[src/rtl/gba_ds_fifo.sv]
// Direct-sound sample FIFO: eight 32-bit words fed from a word-addressed IO port,
// with half-word staging so a CPU can fill a word using two 16-bit stores.
module gba_ds_fifo #(
    parameter logic [11:0] BASE_ADDR = 12'h0A0
) (
    input  logic        gba_clk,
    input  logic        reset,
    input  logic [11:0] io_addr,
    input  logic        io_write,
    input  logic [3:0]  bus_be,
    input  logic [31:0] bus_wdata,
    input  logic        FIFO_re,
    input  logic        FIFO_clr,
    output logic [3:0]  FIFO_size,
    output logic [31:0] FIFO_val,
    output logic        overflow
);

    localparam logic [3:0] DEPTH = 4'd8;

    logic [31:0] mem [8];
    logic [2:0]  wr_ptr;
    logic [2:0]  rd_ptr;
    logic [3:0]  count;
    logic [15:0] staging;
    logic        staged_valid;

    logic        hit;
    logic        full_wr;
    logic        lo_wr;
    logic        hi_wr;
    logic        commit;
    logic        pop_ok;
    logic        push_ok;
    logic        drop;
    logic [31:0] commit_data;
    logic        addr_unused;

    // Byte lanes inside the word are selected by bus_be, not by the low address bits.
    assign addr_unused = &{1'b0, io_addr[1:0]};

    assign hit     = io_write && (io_addr[11:2] == BASE_ADDR[11:2]);
    assign full_wr = hit && (bus_be == 4'b1111);
    assign lo_wr   = hit && (bus_be == 4'b0011);
    assign hi_wr   = hit && (bus_be == 4'b1100);
    assign commit  = full_wr || hi_wr;
    assign pop_ok  = FIFO_re && (count != 4'd0);
    // A pop in the same cycle frees the slot, so a commit at full is still accepted.
    assign push_ok = commit && ((count != DEPTH) || pop_ok);
    assign drop    = commit && (count == DEPTH) && !pop_ok;

    // NOTE: every path assigns commit_data, so this combinational select cannot infer a latch.
    always_comb begin
        commit_data = bus_wdata;
        if (hi_wr) begin
            commit_data = {bus_wdata[31:16], staged_valid ? staging : 16'h0000};
        end
    end

    // NOTE: the storage array has no reset; FIFO_val is masked while empty, so stale contents never show.
    always_ff @(posedge gba_clk) begin
        if (push_ok && !FIFO_clr) begin
            mem[wr_ptr] <= commit_data;
        end
    end

    // NOTE: non-blocking assignments throughout, so every register samples pre-edge values.
    always_ff @(posedge gba_clk or negedge reset) begin
        if (!reset) begin
            wr_ptr       <= 3'd0;
            rd_ptr       <= 3'd0;
            count        <= 4'd0;
            staging      <= 16'h0000;
            staged_valid <= 1'b0;
            overflow     <= 1'b0;
        end else if (FIFO_clr) begin
            wr_ptr       <= 3'd0;
            rd_ptr       <= 3'd0;
            count        <= 4'd0;
            staging      <= 16'h0000;
            staged_valid <= 1'b0;
            overflow     <= 1'b0;
        end else begin
            overflow <= drop;
            if (lo_wr) begin
                staging      <= bus_wdata[15:0];
                staged_valid <= 1'b1;
            end else if (hi_wr) begin
                staged_valid <= 1'b0;
            end
            if (push_ok) begin
                wr_ptr <= wr_ptr + 3'd1;
            end
            if (pop_ok) begin
                rd_ptr <= rd_ptr + 3'd1;
            end
            case ({push_ok, pop_ok})
                2'b10:   count <= count + 4'd1;
                2'b01:   count <= count - 4'd1;
                default: count <= count;
            endcase
        end
    end

    assign FIFO_size = count;
    assign FIFO_val  = (count != 4'd0) ? mem[rd_ptr] : 32'h0000_0000;

endmodule

[config.mk]
export PLATFORM = sky130hd
export DESIGN_NAME = gba_ds_fifo
export DESIGN_NICKNAME = d
export VERILOG_FILES = /design/src/rtl/gba_ds_fifo.sv
export SDC_FILE = /design/constraint.sdc
export NUM_CORES = 1
export LEC_CHECK = 0
export CORE_ASPECT_RATIO = 1.25
export CORE_MARGIN = 5
export CORE_UTILIZATION = 57
export CTS_BUF_LIST = sky130_fd_sc_hd__clkbuf_16
export DETAILED_ROUTE_END_ITERATION = 10
export GPL_TIMING_DRIVEN = 0
export HOLD_SLACK_MARGIN = 0.1
export PLACE_DENSITY = 0.81
export SYNTH_ARGS = -nofsm -noshare
export SYNTH_HDL_FRONTEND = slang
export SYNTH_SLANG_ARGS = --single-unit
[constraint.sdc]
create_clock -name gba_clk -period 6.37 [get_ports gba_clk]
set_clock_uncertainty 0.05 [all_clocks]
set_input_delay 1.274 -clock gba_clk [delete_from_list [all_inputs] [get_ports gba_clk]]
set_output_delay 1.274 -clock gba_clk [all_outputs]
set_load 0.01 [all_outputs]
======== After elaboration in Yosys (flattened, before gate mapping) ========
Memory sizes are Yosys's and may differ from the RTL's.
Index checks and enable logic that the tools add are counted.
operators by class
  $add $sub $neg .......................... 4
  eq/ne operators ......................... 8
  multiplexer cells ....................... 17
  reduce and logical (&&, ||, !) cells .... 19
operators by type and width
  operator                                               number
  two-way mux 16 bit                                     4
  two-way mux 32 bit                                     1
  equality test 4 bit (second input constant)            3
  two-way mux 3 bit                                      4
  equality test 10 x 6 -> 1 bit (second input constant)  1
  logical AND 1 bit                                      9
  case mux 4 bit (2 select lines)                        1
  adder 3 x 1 -> 3 bit (second input constant)           2
  two-way mux 1 bit                                      6
  nonzero test 2 bit                                     3
  nonzero test 3 bit                                     2
  adder 4 x 1 -> 4 bit (second input constant)           1
  equality test 4 x 2 -> 1 bit (second input constant)   1
  two-way mux 4 bit                                      1
  inequality test 4 bit (second input constant)          1
  nonzero test 4 bit                                     1
  subtractor 4 x 1 -> 4 bit (second input constant)      1
  equality test 2 x 1 -> 1 bit (second input constant)   1
  equality test 2 bit (second input constant)            1
  zero test 1 bit                                        2
  logical OR 1 bit                                       2
storage, ports and cells
  flip-flop bits (word level) ............. 28
  bits in writable memories ............... 256
  output and inout bits ................... 37
  logic and storage cells ................. 55
  memories ................................ 1
memories
  name  depth  width  rd ports  clocked after memory_dff  wr ports  line  source
  mem   8      32     1         0                         1         21    logic [31:0] mem [8];

======== Logic depth before layout (Yosys ltp) ========
  depth in word-level cells ............... 8
  depth in mapped cells ................... 9

======== Least setup slack after synthesis ========
No wires, ideal clock.
  kind .................................... input port to flip-flop
  from .................................... in io_addr[3]
  to ...................................... mem mem[0][0], enable pin
  setup time .............................. 0.513 ns
  data arrival time ....................... 5.364 ns
  path slack .............................. 0.443 ns
  stages on the path ...................... 4
  path through ............................ nor4_1 > and2_1 > nand4_1 > nor4b_1
on the way
  word-level cells in the longest chain between the ends .. 8
  elaborated cells between the ends (all ways) .. 9
  those cells by class .................... 1 x eq/ne; 2 x mux; 6 x reduce/logical
RTL lines
  what                                       line    source
  start, declared                            8       input logic [11:0] io_addr,
  equality test 10 x 6 -> 1 bit *            42      assign hit = io_write && (io_addr[11:2] == BASE_ADDR[11:2]);
  logical AND 1 bit *                        42
  logical AND 1 bit (on tied branches)       43, 45
  logical OR 1 bit *                         46      assign commit = full_wr || hi_wr;
  logical AND 1 bit *                        49      assign push_ok = commit && ((count != DEPTH) || pop_ok);
  logical AND 1 bit *                        62      if (push_ok && !FIFO_clr) begin
  two-way mux 1 bit *                        62
  two-way mux 1 bit (implied by the code) *  63      mem[wr_ptr] <= commit_data;
  end, declared                              21
Mark *: on every way between the ends. The rest lies on a longest branch, timed or not.

======== Worst setup path after layout ========
  from .................................... reg rd_ptr[1]
  to ...................................... out FIFO_val[1]
on the way
  word-level cells in the longest chain between the ends .. 2
RTL lines
  what                      line  source
  start, declared           23    logic [2:0] rd_ptr;
  start signal, assigned    95    rd_ptr <= rd_ptr + 3'd1;
  memory read (8 x 32 bit)  --
  two-way mux 32 bit        106   assign FIFO_val = (count != 4'd0) ? mem[rd_ptr] : 32'h0000_0000;
  end, declared             15    output logic [31:0] FIFO_val,
Every way passes these cells.

==> results.py <==
metrics = {
    "status": {
        "status": "complete, no violations",
    },
    "synth": {
        "synth_area_leader_cell": "edfxtp_1",
        "yosysUniqueCellTypes": 38,
        "syn_avg_cell_area_um2": 18.3,
        "synth_fp_nets": 679,
        "yosys_warnings": 0,
        "synth-seq-cells": 284,
        "synthDominantCellAreaShare_pct": 67.5,
        "synth_ff_type": "edfxtp_1",
        "synth.area.top_cells": "edfxtp_1 68%, mux4_2 13%, dfrtp_1 6.2%",
        "netlist_area_um2": 11400,
        "syn_inst": 621,
        "async_flop_share_pct": 9.86,
        "synth_edf_count": 256,
        "synth-seq-area-share_pct": 73.7,
    },
    "clocking": {
        "cts_htree_levels": 1,
        "cts_setup_buffers": 0,
        "clock-sinks": 284,
        "hold_buffers": 0,
        "worst_skew_pair.late_latency_ps": 520,
        "clk_pin_slew_ps": 70,
        "root_buffer": "clkbuf_16",
        "cts_resized": 0,
        "cts_inserted_buffers": 27,
        "cts_tree": "done",
        "clock_path_buffers": 3,
    },
    "worst_setup_path": {
        "worstPathRequired_ps": 5050,
        "reg2reg_depth": 6,
        "r2r-start": "FIFO_size[1]",
        "regToRegEndpoint": "mem[2][10]",
        "rrSetupSlack_ps": 3380,
        "startpoint_type": "flip-flop",
        "cp_max_fo": 10,
        "crit_arrival_ps": 3260,
        "crit_type": "reg2out",
        "endpoint_kind": "output port",
    },
    "hold_path": {
        "whs_path_depth": 2,
        "worstHoldStart": "staging[4]",
        "hold_class": "reg2reg",
        "holdPathEnd": "staging[4]",
    },
    "sta": {
        "slew_headroom_pct": 22.5,
        "rsz0062_at_grt": "false",
        "timing.fmax_ghz": 0.218,
        "post-route-period-util_pct": 71.9,
        "finalHoldViolations": 0,
        "setup_viol": 0,
        "finalCriticalPeriod_ps": 4580,
        "slew_viol_final": 0,
        "tightest_slew_ps": 1150,
    },
    "layout": {
        "stdcell_count": 1049,
        "final_common_cell": "edfxtp_1",
        "fin_util_pct": 70.9,
        "insertedDiodeCount": 0,
        "layout_common_cells": "256 x edfxtp_1, 86 x clkdlybuf4s50_1, 69 x nand2_1",
        "nFillCells": 1199,
        "num-nets-final": 822,
        "synthToLayoutAreaGrowth_pct": 21.7,
        "drive_above_1_share_pct": 20.3,
    },
    "floorplanning": {
        "die_w_um": 136,
        "rows": 57,
        "core_um2": 19500,
        "die_y_um": 168,
        "die_area_um2": 22900,
        "pin_count": 90,
        "initial_utilization_pct": 58.3,
    },
    "global_routing": {
        "grt.total_usage_pct": 22.6,
        "antenna_found_initial": 0,
        "grt_first_pass_wirelength_um": 39100,
        "grt_pass1_vias": 6784,
        "overflow": 0,
        "grt_max_degree": 29,
    },
    "routing": {
        "wl_met3_um": 1590,
        "top_layer": "met4",
        "detail_route.vias_per_cell": 6.01,
        "route.detailed.drc": 0,
        "wl_met1_um": 9700,
        "firstDrtPassIters": 5,
        "drtIter0Drc": 696,
        "wl_met2_um": 13000,
        "drt_wl_total_um": 24700,
        "wl_per_cell_um": 23.5,
        "drtAntennaViolNets": 0,
        "vias": 6300,
    },
    "run": {
        "max_cap_viol_count": 0,
    },
    "power_and_ir_drop": {
        "power.density_nw_per_um2": 354,
        "p_leak_uw": 0.00445,
        "vdd_drop_max_mv": 0.268,
    },
    "placed_design": {
        "port_buffers": 87,
        "dpl.hpwl_um": 16100,
        "dp.cells": 1000,
        "gp_congestion": 0.789,
    },
}
[report_power, final]
part	internal, µW	total (µW)	switching (µW)
Combinational	589	1150	564
Sequential	2040	2060	22.6
Clock	1020	1680	668
Total	3650	4900	1250
[kinds of logic (layout without fill, tap and decap cells)]
family | Yosys count | in the layout | share of synthesized area (%)
flip-flops | 284 | 284 | 73.7
AO/OA/AOI/OAI | 45 | 45 | 2.17
AND/OR/NAND/NOR | 151 | 151 | 6.28
buffers and inverters | 33 | 196 | 1.23
XOR/XNOR | 6 | 6 | 0.462
multiplexers | 97 | 97 | 15.6
adder cells (fa/ha/maj) | 5 | 5 | 0.616
[layout make-up]
cell class / instances / area [µm²] / share of cell area, %
clock buffers: 27 / 676 / 4.88
flip-flops and latches: 284 / 8390 / 60.5
well taps: 265 / 332 / 2.39
plain buffers: 33 / 140 / 1.01
multi-input cells: 304 / 2900 / 21.0
clock inverters: 22 / 264 / 1.91
repair buffers: 114 / 1150 / 8.33
[cell usage after synthesis, types with 3 or more instances]
cell / number
a21oi_1: 19
buf_1: 4
buf_2: 13
clkbuf_1: 16
dfrtp_1: 28
edfxtp_1: 256
ha_1: 4
mux2i_1: 33
mux4_2: 64
nand2_1: 69
nand3_1: 5
nor2_1: 42
nor3_1: 10
nor4_1: 4
nor4_4: 3
o21ai_0: 4
o21ai_1: 14
or4_1: 3
xnor2_1: 4
[per-layer routing]
layer / track usage [%] / vias up
met3: 3.13 / 37
li1: - / 2743
met1: 31.0 / 3223
met2: 38.7 / 297
met4: 5.83 / 0
met5: 0 / -
[flip-flops by register name, summed over array words and instances (netlist names)]
signal,flops
FIFO_size,4
mem,256
overflow,1
rd_ptr,3
staged_valid,1
staging,16
wr_ptr,3
[worst max-delay path by stage]
stage,from,to,slack [ps]
4_1_cts,rd_ptr[1],FIFO_val[1],1750
5_1_grt,rd_ptr[1],FIFO_val[1],1670
3_5_place_dp,io_addr[3],mem[4][16],1740
2_1_floorplan,io_addr[3],mem[0][0],440
3_3_place_gp,io_addr[3],mem[0][16],-3150
6_report,rd_ptr[1],FIFO_val[1],1790
[through the flow]
step | setup TNS (ps) | power (µW) | cell area [µm²] | hold slack [ps] | worst slack [ps]
5_1_grt | 0 | 5090 | 13900 | 499 | 1670
6_report | 0 | 4900 | 13900 | 473 | 1790
3_3_place_gp | -372680 | 3240 | 12600 | 456 | -3150
2_1_floorplan | 0 | 2770 | 11400 | 447 | 443
3_5_place_dp | 0 | 3260 | 12900 | 463 | 1740
4_1_cts | 0 | 4940 | 13900 | 473 | 1750
[worst max-delay path, stage by stage (launching register included)]
cell	delay, ps
dfrtp_1	370
clkbuf_1	490
clkbuf_1	640
mux4_2	340
mux2i_1	70
nor2_1	240
clkdlybuf4s50_1	590
Note: power is estimated with default switching activity, not from simulation.
